==> src/rtl/trivium_ctrl.sv <==
// trivium_ctrl
//   Sequencing controller for the trivium keystream core behind an 8-bit IO.
//   A 20-byte key/IV stream is collected over a valid/ready port. The core
//   load is then pulsed, and the core runs through its warm-up with the
//   output discarded. After that, keystream bits are packed LSB-first into
//   bytes and presented on a backpressured valid/ready output port.
//
// Ports
//   clk, rst        clock; synchronous active-high reset
//   abort           synchronous return to LOAD, clears key/IV and buffers
//   cfg_valid/ready config byte handshake, cfg_data carries key then IV bytes
//   out_valid/ready keystream byte handshake, out_data carries the byte
//   in_data         plaintext byte, used only when TRIVIUM_CTRL_XOR_EN is set
//   status          0=LOAD 1=INIT 2=WARM 3=RUN
//   core_rst        load pulse to the core (key/IV captured on that edge)
//   core_en         step enable to the core, one step per high edge
//   core_key/iv     key and IV presented to the core
//   core_ks         keystream bit from the core, valid while core_en is high
//
// Configuration macro
//   TRIVIUM_CTRL_XOR_EN  out_data = holding register ^ in_data (combinational)
module trivium_ctrl #(
  parameter int WARMUP = 1152,
  parameter int NBYTES = 20
) (
  input  logic        clk,
  input  logic        rst,
  input  logic        abort,
  input  logic        cfg_valid,
  output logic        cfg_ready,
  input  logic [7:0]  cfg_data,
  output logic        out_valid,
  input  logic        out_ready,
  output logic [7:0]  out_data,
  input  logic [7:0]  in_data,
  output logic [1:0]  status,
  output logic        core_rst,
  output logic        core_en,
  output logic [79:0] core_key,
  output logic [79:0] core_iv,
  input  logic        core_ks
);

  localparam int          KEY_BYTES   = NBYTES / 2;
  localparam logic [4:0]  KEY_BYTES_W = 5'(KEY_BYTES);
  localparam logic [4:0]  LAST_BYTE   = 5'(NBYTES - 1);
  localparam logic [10:0] LAST_WARM   = 11'(WARMUP - 1);

  typedef enum logic [1:0] {
    ST_LOAD = 2'd0,
    ST_INIT = 2'd1,
    ST_WARM = 2'd2,
    ST_RUN  = 2'd3
  } state_e;

  state_e      state_q, state_d;
  logic [4:0]  byte_cnt_q, byte_cnt_d;
  logic [10:0] warm_cnt_q, warm_cnt_d;
  logic [2:0]  bit_cnt_q, bit_cnt_d;
  logic [7:0]  asm_q, asm_d;
  logic [7:0]  hold_q, hold_d;
  logic        out_valid_q, out_valid_d;
  logic        cfg_ready_q, cfg_ready_d;
  logic        core_rst_q, core_rst_d;
  logic        core_en_q, core_en_d;
  logic [79:0] key_q, key_d;
  logic [79:0] iv_q, iv_d;
  logic [7:0]  new_byte;
  logic [3:0]  iv_idx;

  always_comb begin
    state_d     = state_q;
    byte_cnt_d  = byte_cnt_q;
    warm_cnt_d  = warm_cnt_q;
    bit_cnt_d   = bit_cnt_q;
    asm_d       = asm_q;
    hold_d      = hold_q;
    out_valid_d = out_valid_q;
    key_d       = key_q;
    iv_d        = iv_q;
    // Bits enter at the top and shift down, so after eight bits the first
    // one sits in bit 0.
    new_byte    = {core_ks, asm_q[7:1]};
    // Modulo-16 arithmetic gives the IV byte index for byte counts 10..19.
    iv_idx      = byte_cnt_q[3:0] - 4'(KEY_BYTES);

    if (abort) begin
      state_d     = ST_LOAD;
      byte_cnt_d  = '0;
      warm_cnt_d  = '0;
      bit_cnt_d   = '0;
      asm_d       = '0;
      hold_d      = '0;
      out_valid_d = 1'b0;
      key_d       = '0;
      iv_d        = '0;
    end else begin
      if (out_valid_q && out_ready) begin
        out_valid_d = 1'b0;
      end
      case (state_q)
        ST_LOAD: begin
          if (cfg_valid && cfg_ready_q) begin
            if (byte_cnt_q < KEY_BYTES_W) begin
              key_d[{byte_cnt_q[3:0], 3'b000} +: 8] = cfg_data;
            end else begin
              iv_d[{iv_idx, 3'b000} +: 8] = cfg_data;
            end
            if (byte_cnt_q == LAST_BYTE) begin
              byte_cnt_d = '0;
              state_d    = ST_INIT;
            end else begin
              byte_cnt_d = byte_cnt_q + 5'd1;
            end
          end
        end
        ST_INIT: begin
          state_d    = ST_WARM;
          warm_cnt_d = '0;
        end
        ST_WARM: begin
          if (core_en_q) begin
            if (warm_cnt_q == LAST_WARM) begin
              warm_cnt_d = '0;
              state_d    = ST_RUN;
            end else begin
              warm_cnt_d = warm_cnt_q + 11'd1;
            end
          end
        end
        ST_RUN: begin
          if (core_en_q) begin
            asm_d     = new_byte;
            bit_cnt_d = bit_cnt_q + 3'd1;
            // The enable logic below guarantees that the holding register is
            // free whenever the eighth bit is captured.
            if (bit_cnt_q == 3'd7 && (!out_valid_q || out_ready)) begin
              hold_d      = new_byte;
              out_valid_d = 1'b1;
            end
          end
        end
        default: state_d = ST_LOAD;
      endcase
    end

    cfg_ready_d = (state_d == ST_LOAD);
    core_rst_d  = (state_d == ST_INIT);
    // core_en is registered, so the consumer's out_ready for the coming cycle
    // is unknown here. The core is held whenever the next bit would complete
    // a byte while the holding register is still occupied. This ensures that
    // no step is ever taken without its bit being kept.
    core_en_d   = (state_d == ST_WARM) ||
                  ((state_d == ST_RUN) && !((bit_cnt_d == 3'd7) && out_valid_d));
  end

  always_ff @(posedge clk) begin
    if (rst) begin
      state_q     <= ST_LOAD;
      byte_cnt_q  <= '0;
      warm_cnt_q  <= '0;
      bit_cnt_q   <= '0;
      asm_q       <= '0;
      hold_q      <= '0;
      out_valid_q <= 1'b0;
      cfg_ready_q <= 1'b1;
      core_rst_q  <= 1'b0;
      core_en_q   <= 1'b0;
      key_q       <= '0;
      iv_q        <= '0;
    end else begin
      state_q     <= state_d;
      byte_cnt_q  <= byte_cnt_d;
      warm_cnt_q  <= warm_cnt_d;
      bit_cnt_q   <= bit_cnt_d;
      asm_q       <= asm_d;
      hold_q      <= hold_d;
      out_valid_q <= out_valid_d;
      cfg_ready_q <= cfg_ready_d;
      core_rst_q  <= core_rst_d;
      core_en_q   <= core_en_d;
      key_q       <= key_d;
      iv_q        <= iv_d;
    end
  end

  assign cfg_ready = cfg_ready_q;
  assign out_valid = out_valid_q;
  assign status    = state_q;
  assign core_rst  = core_rst_q;
  assign core_en   = core_en_q;
  assign core_key  = key_q;
  assign core_iv   = iv_q;

`ifdef TRIVIUM_CTRL_XOR_EN
  assign out_data = hold_q ^ in_data;
`else
  logic unused_in_data;
  assign unused_in_data = ^in_data;
  assign out_data = hold_q;
`endif

endmodule

==> config.mk <==
export PLATFORM = sky130hd
export DESIGN_NAME = trivium_ctrl
export DESIGN_NICKNAME = d
export VERILOG_FILES = /design/src/rtl/trivium_ctrl.sv
export SDC_FILE = /design/constraint.sdc
export NUM_CORES = 1
export LEC_CHECK = 0
export ABC_AREA = 1
export CAP_MARGIN = 40
export CELL_PAD_IN_SITES_DETAIL_PLACEMENT = 1
export CELL_PAD_IN_SITES_GLOBAL_PLACEMENT = 1
export CORE_AREA = 2 2 155 157
export DETAILED_ROUTE_END_ITERATION = 10
export DIE_AREA = 0 0 157 159
export PLACE_DENSITY = 0.89
export SYNTH_ARGS = -nofsm -noshare
export SYNTH_HDL_FRONTEND = slang
export SYNTH_SLANG_ARGS = --single-unit
==> constraint.sdc <==
create_clock -name clk -period 6.2 [get_ports clk]
set_clock_uncertainty 0.15 [all_clocks]
set_input_delay 1.24 -clock clk [delete_from_list [all_inputs] [get_ports clk]]
set_output_delay 1.24 -clock clk [all_outputs]
set_load 0.01 [all_outputs]
==> results of run 1 <==
power by group through the flow:
stage	Combinational [W]	Clock (W)	Sequential, W
floorplan	0.0000797	0	0.00132
global placement	0.000126	0	0.00132
detailed placement	0.000132	0	0.00132
CTS	0.000134	0.00112	0.00129
global route	0.000146	0.00117	0.00129
finish	0.000135	0.00111	0.00129
flip-flops by register name, summed over array words and instances (netlist names):
| signal | count |
|---|---|
| core_key | 80 |
| out_data | 8 |
| core_en | 1 |
| cfg_ready | 1 |
| warm_cnt_q | 11 |
| byte_cnt_q | 5 |
| asm_q | 7 |
| core_rst | 1 |
| out_valid | 1 |
| bit_cnt_q | 3 |
| core_iv | 80 |
| status | 2 |
per-stage QoR:
| stage | area (sq um) | util | hold WS [ns] |
|---|---|---|---|
| 6_report | 11500 | 0.494 | 0.332 |
| 3_3_place_gp | 10800 | 0.467 | 0.302 |
| 2_1_floorplan | 8750 | - | 0.300 |
| 5_1_grt | 11500 | 0.494 | 0.347 |
| 4_1_cts | 11500 | 0.494 | 0.333 |
| 3_5_place_dp | 10900 | 0.469 | 0.319 |
path summary, 6_finish.rpt:
path / start / endpoint / slack [ns] / depth (start not counted)
worst min-delay path: core_key[37] / core_key[37] / 0.33 / 2
worst max-delay path: cfg_valid / core_key[23] / 2.73 / 8
worst min register to register: core_key[37] / core_key[37] / 0.33 / 2
worst max register to register: byte_cnt_q[0] / core_key[67] / 2.77 / 10
layer usage:
layer,vias to the layer above,part of all wire
met5,-,0
met4,0,0.031
met3,52,0.033
met2,186,0.49
met1,4253,0.44
li1,4305,-
Yosys cell counts, types with 2 or more instances:
| master | instances |
|---|---|
| a21oi_2 | 2 |
| nor2_4 | 10 |
| nor2_2 | 6 |
| buf_1 | 10 |
| o21ai_0 | 62 |
| clkinv_1 | 3 |
| ha_1 | 17 |
| inv_1 | 88 |
| buf_2 | 9 |
| xor2_1 | 3 |
| nand2_1 | 328 |
| clkbuf_1 | 16 |
| dfxtp_1 | 200 |
| nand2_2 | 6 |
| nor4_1 | 2 |
| nand3_2 | 4 |
| nor2_1 | 372 |
| nor3_1 | 8 |
| nand4_1 | 11 |
| o211ai_1 | 8 |
| nand3_1 | 49 |
| buf_4 | 9 |
| inv_2 | 8 |
| a21oi_1 | 39 |
worst max-delay path: stages:
cell and delay (ns):
clkdlybuf4s50_1 0.47, nand3_1 0.25, nor2_1 0.77, nand2_2 0.15, nor2_2 0.49, nand2_1 0.10
o21ai_0 0.10, nor2_1 0.07
cell type report:
| class | count | share of cell area |
|---|---|---|
| multi-input combinational | 939 | 0.364 |
| sequential | 200 | 0.349 |
| clock inverter | 13 | 0.0104 |
| clock buffer | 19 | 0.0395 |
| tap | 319 | 0.0348 |
| inverter | 99 | 0.0324 |
| timing repair buffer | 192 | 0.169 |
kinds of logic after synthesis:
logic type | share of synthesized area
AO/OA/AOI/OAI | 0.0691
adder cells (fa/ha/maj) | 0.0243
buffers and inverters | 0.0665
XOR/XNOR | 0.00400
AND/OR/NAND/NOR | 0.379
flip-flops | 0.458
==> results by group, run 1 <==
Critical path
  • WS Path Type: in -> reg
  • CP Max Fanout: 16
  • Data required, critical path: 6.38 ns
  • CP Launch Type: primary input
  • Critical Path AT: roughly 3.7 ns
  • Crit end category: flop

Routing
  • First-pass DRT Iterations: 4
  • Vias post-DR: 8,796
  • Iter 0 DRT Violations: between 500 and 600
  • Final ANT Viol Nets: 0
  • Routed len/inst: ~16 um
  • DRC Markers: 0
  • Via density: approximately 4.9
  • Wirelength, routed: just under 30,000 um

CTS
  • CTS hold repair buffers: 0
  • CTS-repair resized insts: 0
  • Clock Sinks: 200
  • Number of H-tree levels: 4
  • Number of setup buffers added after CTS: 0
  • Clock transition at the registers of the reported paths: 0.08 ns
  • Clk_lat worst skew: approximately 0.44 ns
  • TritonCTS clock tree: done
  • CTS Root Cell: clkbuf_16
  • Clock buffer depth: 2
  • CTS Buf Count: 17

Global routing
  • First-pass GRT wire length: roughly 45,000 um
  • GRT Util Overall: 0.228
  • Met1 usage: 0.283
  • Met2 Use GR: 0.397
  • Initial antenna violation count: 0
  • Grt total ovfl: 0
  • Gr busiest metal: met2
  • Vias in the first global route: between 8,000 and 9,000
  • Largest net degree at the start of global routing: 63
  • M3 GR Usage: 0.0340

Logic synthesis
  • Area leader, netlist: dfxtp_1
  • Net count after synthesis: around 1,300
  • Cell variety after synth: 36
  • Number of synthesis warnings: 0
  • Top_reg_cell synth: dfxtp_1
  • Synthesized instance count: 1,282
  • Post-synth top area share: 0.458
  • Synth top area cells: dfxtp_1, nor2_1, nand2_1, inv_1, o21ai_0
  • Netlist Area Pre-Place: 0.00875 sq mm
  • Fraction of registers with async set/reset: 0
  • Mean area per synthesized cell: between 6 and 7 sq um
  • Seq/Total Area, Yosys: 0.458
  • Synth Register Bits: 200
  • Post-synth EDFFs: 0

STA
  • Actual slew at the worst max-slew pin: a little under 1 ns
  • Max Slew Vio Count: 0
  • Worst slew margin: 0.354
  • Final Hold Fails: 0
  • Final WS setup: 2.73 ns
  • Setup TNS Final: 0 ns
  • Fin crit period: 3.47 ns
  • Fin crit share: 0.559
  • Unrepaired setup endpoints after global routing: false
  • Fmax: roughly 290 MHz
  • Setup violations, final: 0

Floorplan
  • I/O pin count: between 150 and 200
  • Die Ht: about 160 um
  • Die width: 157 um
  • Initial Util: 0.377
  • Die ar.: ~0.025 sq mm
  • Core area: ~0.023 sq mm
  • # rows: 56

Run
  • MaxCap Viol Count: 0

Status
  • Outcome: complete, no violations

Power
  • Pwr Total: about 0.0025 W
  • Switching share of power: 0.247
  • Max IR drop VDD: roughly 0.14 mV
  • Leak: 4.53 nW
  • Sequential share of power: 0.510
  • Internal power: around 0.0019 W
  • Clock share of power: 0.437
  • Combinational fraction of design power: 0.053
  • Net switching power: 0.000626 W
  • Power Density: roughly 220 mW/mm^2

Placed design
  • I/O Buffers: roughly 190
  • Worst slack, placed: 2.28 ns
  • DP HPWL: just over 20,000 um
  • Cells after DPL: 1,749
  • Routability cong.: ~0.83

Final layout
  • Multi-input gate area: roughly 0.0042 sq mm
  • Most common cell after layout, fill and taps aside: nor2_1
  • Final net count: between 1,000 and 1,500
  • Area Overhead vs Synth: 31.0%
  • Most frequent cells in the layout: nor2_1, nand2_1, dfxtp_1, clkdlybuf4s50_1, inv_1
  • Sequential cell area: 0.00400 sq mm
  • Fillers: 2,976
  • Layout Cells excl Fill: between 1,500 and 2,000
  • Diodes inserted: 0
  • Share of layout cells above drive strength 1: 0.0554

Worst hold path
  • Hold/Removal Path Class: reg -> reg
Note: power is estimated with default switching activity, not from simulation.
==> inputs of run 2 (changes only) <==
--- a/config.mk
+++ b/config.mk
@@ -9,10 +9,10 @@
 export CAP_MARGIN = 40
 export CELL_PAD_IN_SITES_DETAIL_PLACEMENT = 1
 export CELL_PAD_IN_SITES_GLOBAL_PLACEMENT = 1
-export CORE_AREA = 2 2 155 157
+export CORE_AREA = 2 2 169 171
 export DETAILED_ROUTE_END_ITERATION = 10
-export DIE_AREA = 0 0 157 159
-export PLACE_DENSITY = 0.89
+export DIE_AREA = 0 0 171 173
+export PLACE_DENSITY = 0.8
 export SYNTH_ARGS = -nofsm -noshare
 export SYNTH_HDL_FRONTEND = slang
 export SYNTH_SLANG_ARGS = --single-unit
==> constraint.sdc (replaced) <==
create_clock -name clk -period 3.05 [get_ports clk]
set_clock_uncertainty 0.15 [all_clocks]
set_input_delay 0.61 -clock clk [delete_from_list [all_inputs] [get_ports clk]]
set_output_delay 0.61 -clock clk [all_outputs]
set_load 0.01 [all_outputs]
==> run 2 against run 1 <==
Against the previous run:
- largest cell class unchanged
- die area increased by 19%
- clock-buffer cell count is 2 lower
- setup slack lost 2.3 ns
- register-to-register slack lost 2.4 ns
- global-route usage fell by 3.4 points
==> results by group, run 2 (synthesis gave the netlist of run 1 again) <==
Status
  • Outcome: complete, no violations

Run
  • MaxCap Viol Count: 0 (unchanged)

Floorplan
  • Die Ht: 173 um (+8.8%)
  • # rows: 61 (+8.9%)
  • Die ar.: 0.0296 sq mm (+19%)
  • Initial Util: 0.317 (-0.0606)
  • I/O pin count: 196 (unchanged)
  • Core area: 0.0276 sq mm (+19%)
  • Die width: 171 um (+8.9%)

Routing
  • Routed len/inst: 15.5 um (-4.4%)
  • Via density: 4.67 (-5.4%)
  • First-pass DRT Iterations: 4 (unchanged)
  • DRC Markers: 0 (unchanged)
  • Iter 0 DRT Violations: 473 (-7.6%)
  • Wirelength, routed: 28,700 um (-0.53%)
  • Final ANT Viol Nets: 0 (unchanged)
  • Vias post-DR: 8,660 (-1.5%)

CTS
  • Clk_lat worst skew: 0.43 ns (about the same)
  • CTS-repair resized insts: 0 (unchanged)
  • CTS hold repair buffers: 0 (unchanged)
  • CTS Root Cell: clkbuf_16
  • Number of setup buffers added after CTS: 0 (unchanged)
  • Clock Sinks: 200 (unchanged)
  • Clock transition at the registers of the reported paths: 0.07 ns (about the same)
  • CTS Buf Count: 17 (unchanged)
  • Number of H-tree levels: 4 (unchanged)
  • Clock buffer depth: 2 (unchanged)
  • TritonCTS clock tree: done

Power
  • Net switching power: 0.00129 W (+110%)
  • Clock share of power: 0.435 (-0.002)
  • Switching share of power: 0.250 (+0.00319)
  • Combinational fraction of design power: 0.056 (+0.003)
  • Sequential share of power: 0.510 (about the same)
  • Leak: 4.59 nW (+1.5%)
  • Max IR drop VDD: 0.361 mV (+170%)
  • Internal power: 0.00385 W (+100%)
  • Power Density: 441 mW/mm^2 (+99%)

Critical path
  • RR Endpoint: core_iv[70]
  • CP Launch Type: flop
  • Crit end category: flop
  • CP Max Fanout: 13 (-3)
  • Worst R2R Path Depth: 9 (-1)
  • R2R Setup Slk: 0.42 ns (-2.35 ns)
  • Reg-to-reg startpoint: byte_cnt_q[1]
  • Data required, critical path: 3.27 ns (-3.11 ns)
  • Critical Path AT: 2.85 ns (-0.80 ns)
  • WS Path Type: reg -> reg

STA
  • Final Hold Fails: 0 (unchanged)
  • Max Slew Vio Count: 0 (unchanged)
  • Worst slew margin: 0.597 (+0.243)
  • Hold_ws: 0.330 ns (-0.00114 ns)
  • Fin crit share: 0.863
  • Fmax: between 300 and 400 MHz
  • Fin crit period: ~2.6 ns
  • Actual slew at the worst max-slew pin: 0.602 ns (-0.360 ns)
  • Setup TNS Final: 0 ns (unchanged)
  • Setup violations, final: 0 (unchanged)
  • Unrepaired setup endpoints after global routing: false

Global routing
  • GRT Util Overall: 0.194 (-0.0337)
  • Vias in the first global route: 8,796 (-1.4%)
  • Grt total ovfl: 0 (unchanged)
  • Initial antenna violation count: 0 (unchanged)
  • First-pass GRT wire length: 45,900 um (+0.95%)
  • Largest net degree at the start of global routing: 84 (+33%)

Final layout
  • Area Overhead vs Synth: 33.3%
  • Design area: 0.0117 sq mm (+1.8%)
  • Most frequent cells in the layout: nor2_1, nand2_1, dfxtp_1, clkdlybuf4s50_1, inv_1
  • Sequential cell area: 0.00400 sq mm (unchanged)
  • Diodes inserted: 0 (unchanged)
  • Fillers: 3,541 (+19%)
  • Share of layout cells above drive strength 1: 0.0650 (+0.00964)
  • Most common cell after layout, fill and taps aside: nor2_1
  • Final net count: 1,503 (+1.0%)
  • Multi-input gate area: 0.00417 sq mm (about the same)

Worst hold path
  • Hold_sp: core_key[38]
  • Hold endpoint: core_key[38]
  • Cells on Worst Hold Path: 2 (unchanged)
  • Hold/Removal Path Class: reg -> reg

Placed design
  • Routability cong.: 0.819 (-1.7%)
  • Post-DP Area: 0.0111 sq mm (+1.9%)
  • DP HPWL: 21,000 um (+2.2%)
  • I/O Buffers: 187 (unchanged)
==> run 2: worst max-delay path, stage by stage, from the launching register on <==
cell     delay [ns]
dfxtp_1        0.46
inv_1          0.17
ha_1           0.39
xnor2_1        0.32
nand3_2        0.24
inv_1          0.39
nand2_1        0.19
nand2_1        0.09
nand2_1        0.05
nor2_1         0.10
==> run 2: area by class of cell <==
cell class	instances	area share
inverters	99	0.0319
well taps	378	0.0405
flip-flops and latches	200	0.343
clock buffers	17	0.0365
multi-input cells	939	0.358
clock inverters	14	0.0124
repair buffers	207	0.178
==> run 2: how the worst max path moves through the flow <==
stage | start | endpoint | cells after the start
after floorplan | byte_cnt_q[0] | core_key[0] | 8
after global placement | cfg_valid | core_iv[58] | 8
after detailed placement | cfg_valid | core_key[22] | 10
after CTS | byte_cnt_q[1] | core_iv[70] | 9
after global routing | byte_cnt_q[1] | core_iv[68] | 9
final | byte_cnt_q[1] | core_iv[70] | 9
==> run 2: through the flow <==
step / setup WS (ns) / total power, W / cells / util
6_report: 0.416 / 0.00514 / 1854 / 0.422
5_1_grt: 0.175 / 0.00535 / 1854 / 0.422
4_1_cts: 0.406 / 0.00519 / 1854 / 0.422
3_5_place_dp: 0.280 / 0.00297 / 1823 / 0.402
3_3_place_gp: 0.326 / 0.00296 / 1823 / 0.402
2_1_floorplan: 0.657 / 0.00285 / 1282 / -
==> run 2: per-layer routing <==
layer | vias to the layer above | global-route usage | share of wire
met1 | 4132 | 0.247 | 0.45
met3 | 31 | 0.0320 | 0.038
met2 | 153 | 0.337 | 0.49
met5 | - | 0 | 0
li1 | 4344 | - | -
met4 | 0 | 0.0551 | 0.017
==> run 2: power by group through the flow <==
| stage | Combinational [W] | Sequential, W | Clock, W |
|---|---|---|---|
| 3_5_place_dp | 0.000287 | 0.00268 | 0 |
| 6_report | 0.000286 | 0.00262 | 0.00223 |
| 4_1_cts | 0.000289 | 0.00262 | 0.00228 |
| 2_1_floorplan | 0.000162 | 0.00268 | 0 |
| 5_1_grt | 0.000317 | 0.00262 | 0.00241 |
| 3_3_place_gp | 0.000281 | 0.00268 | 0 |
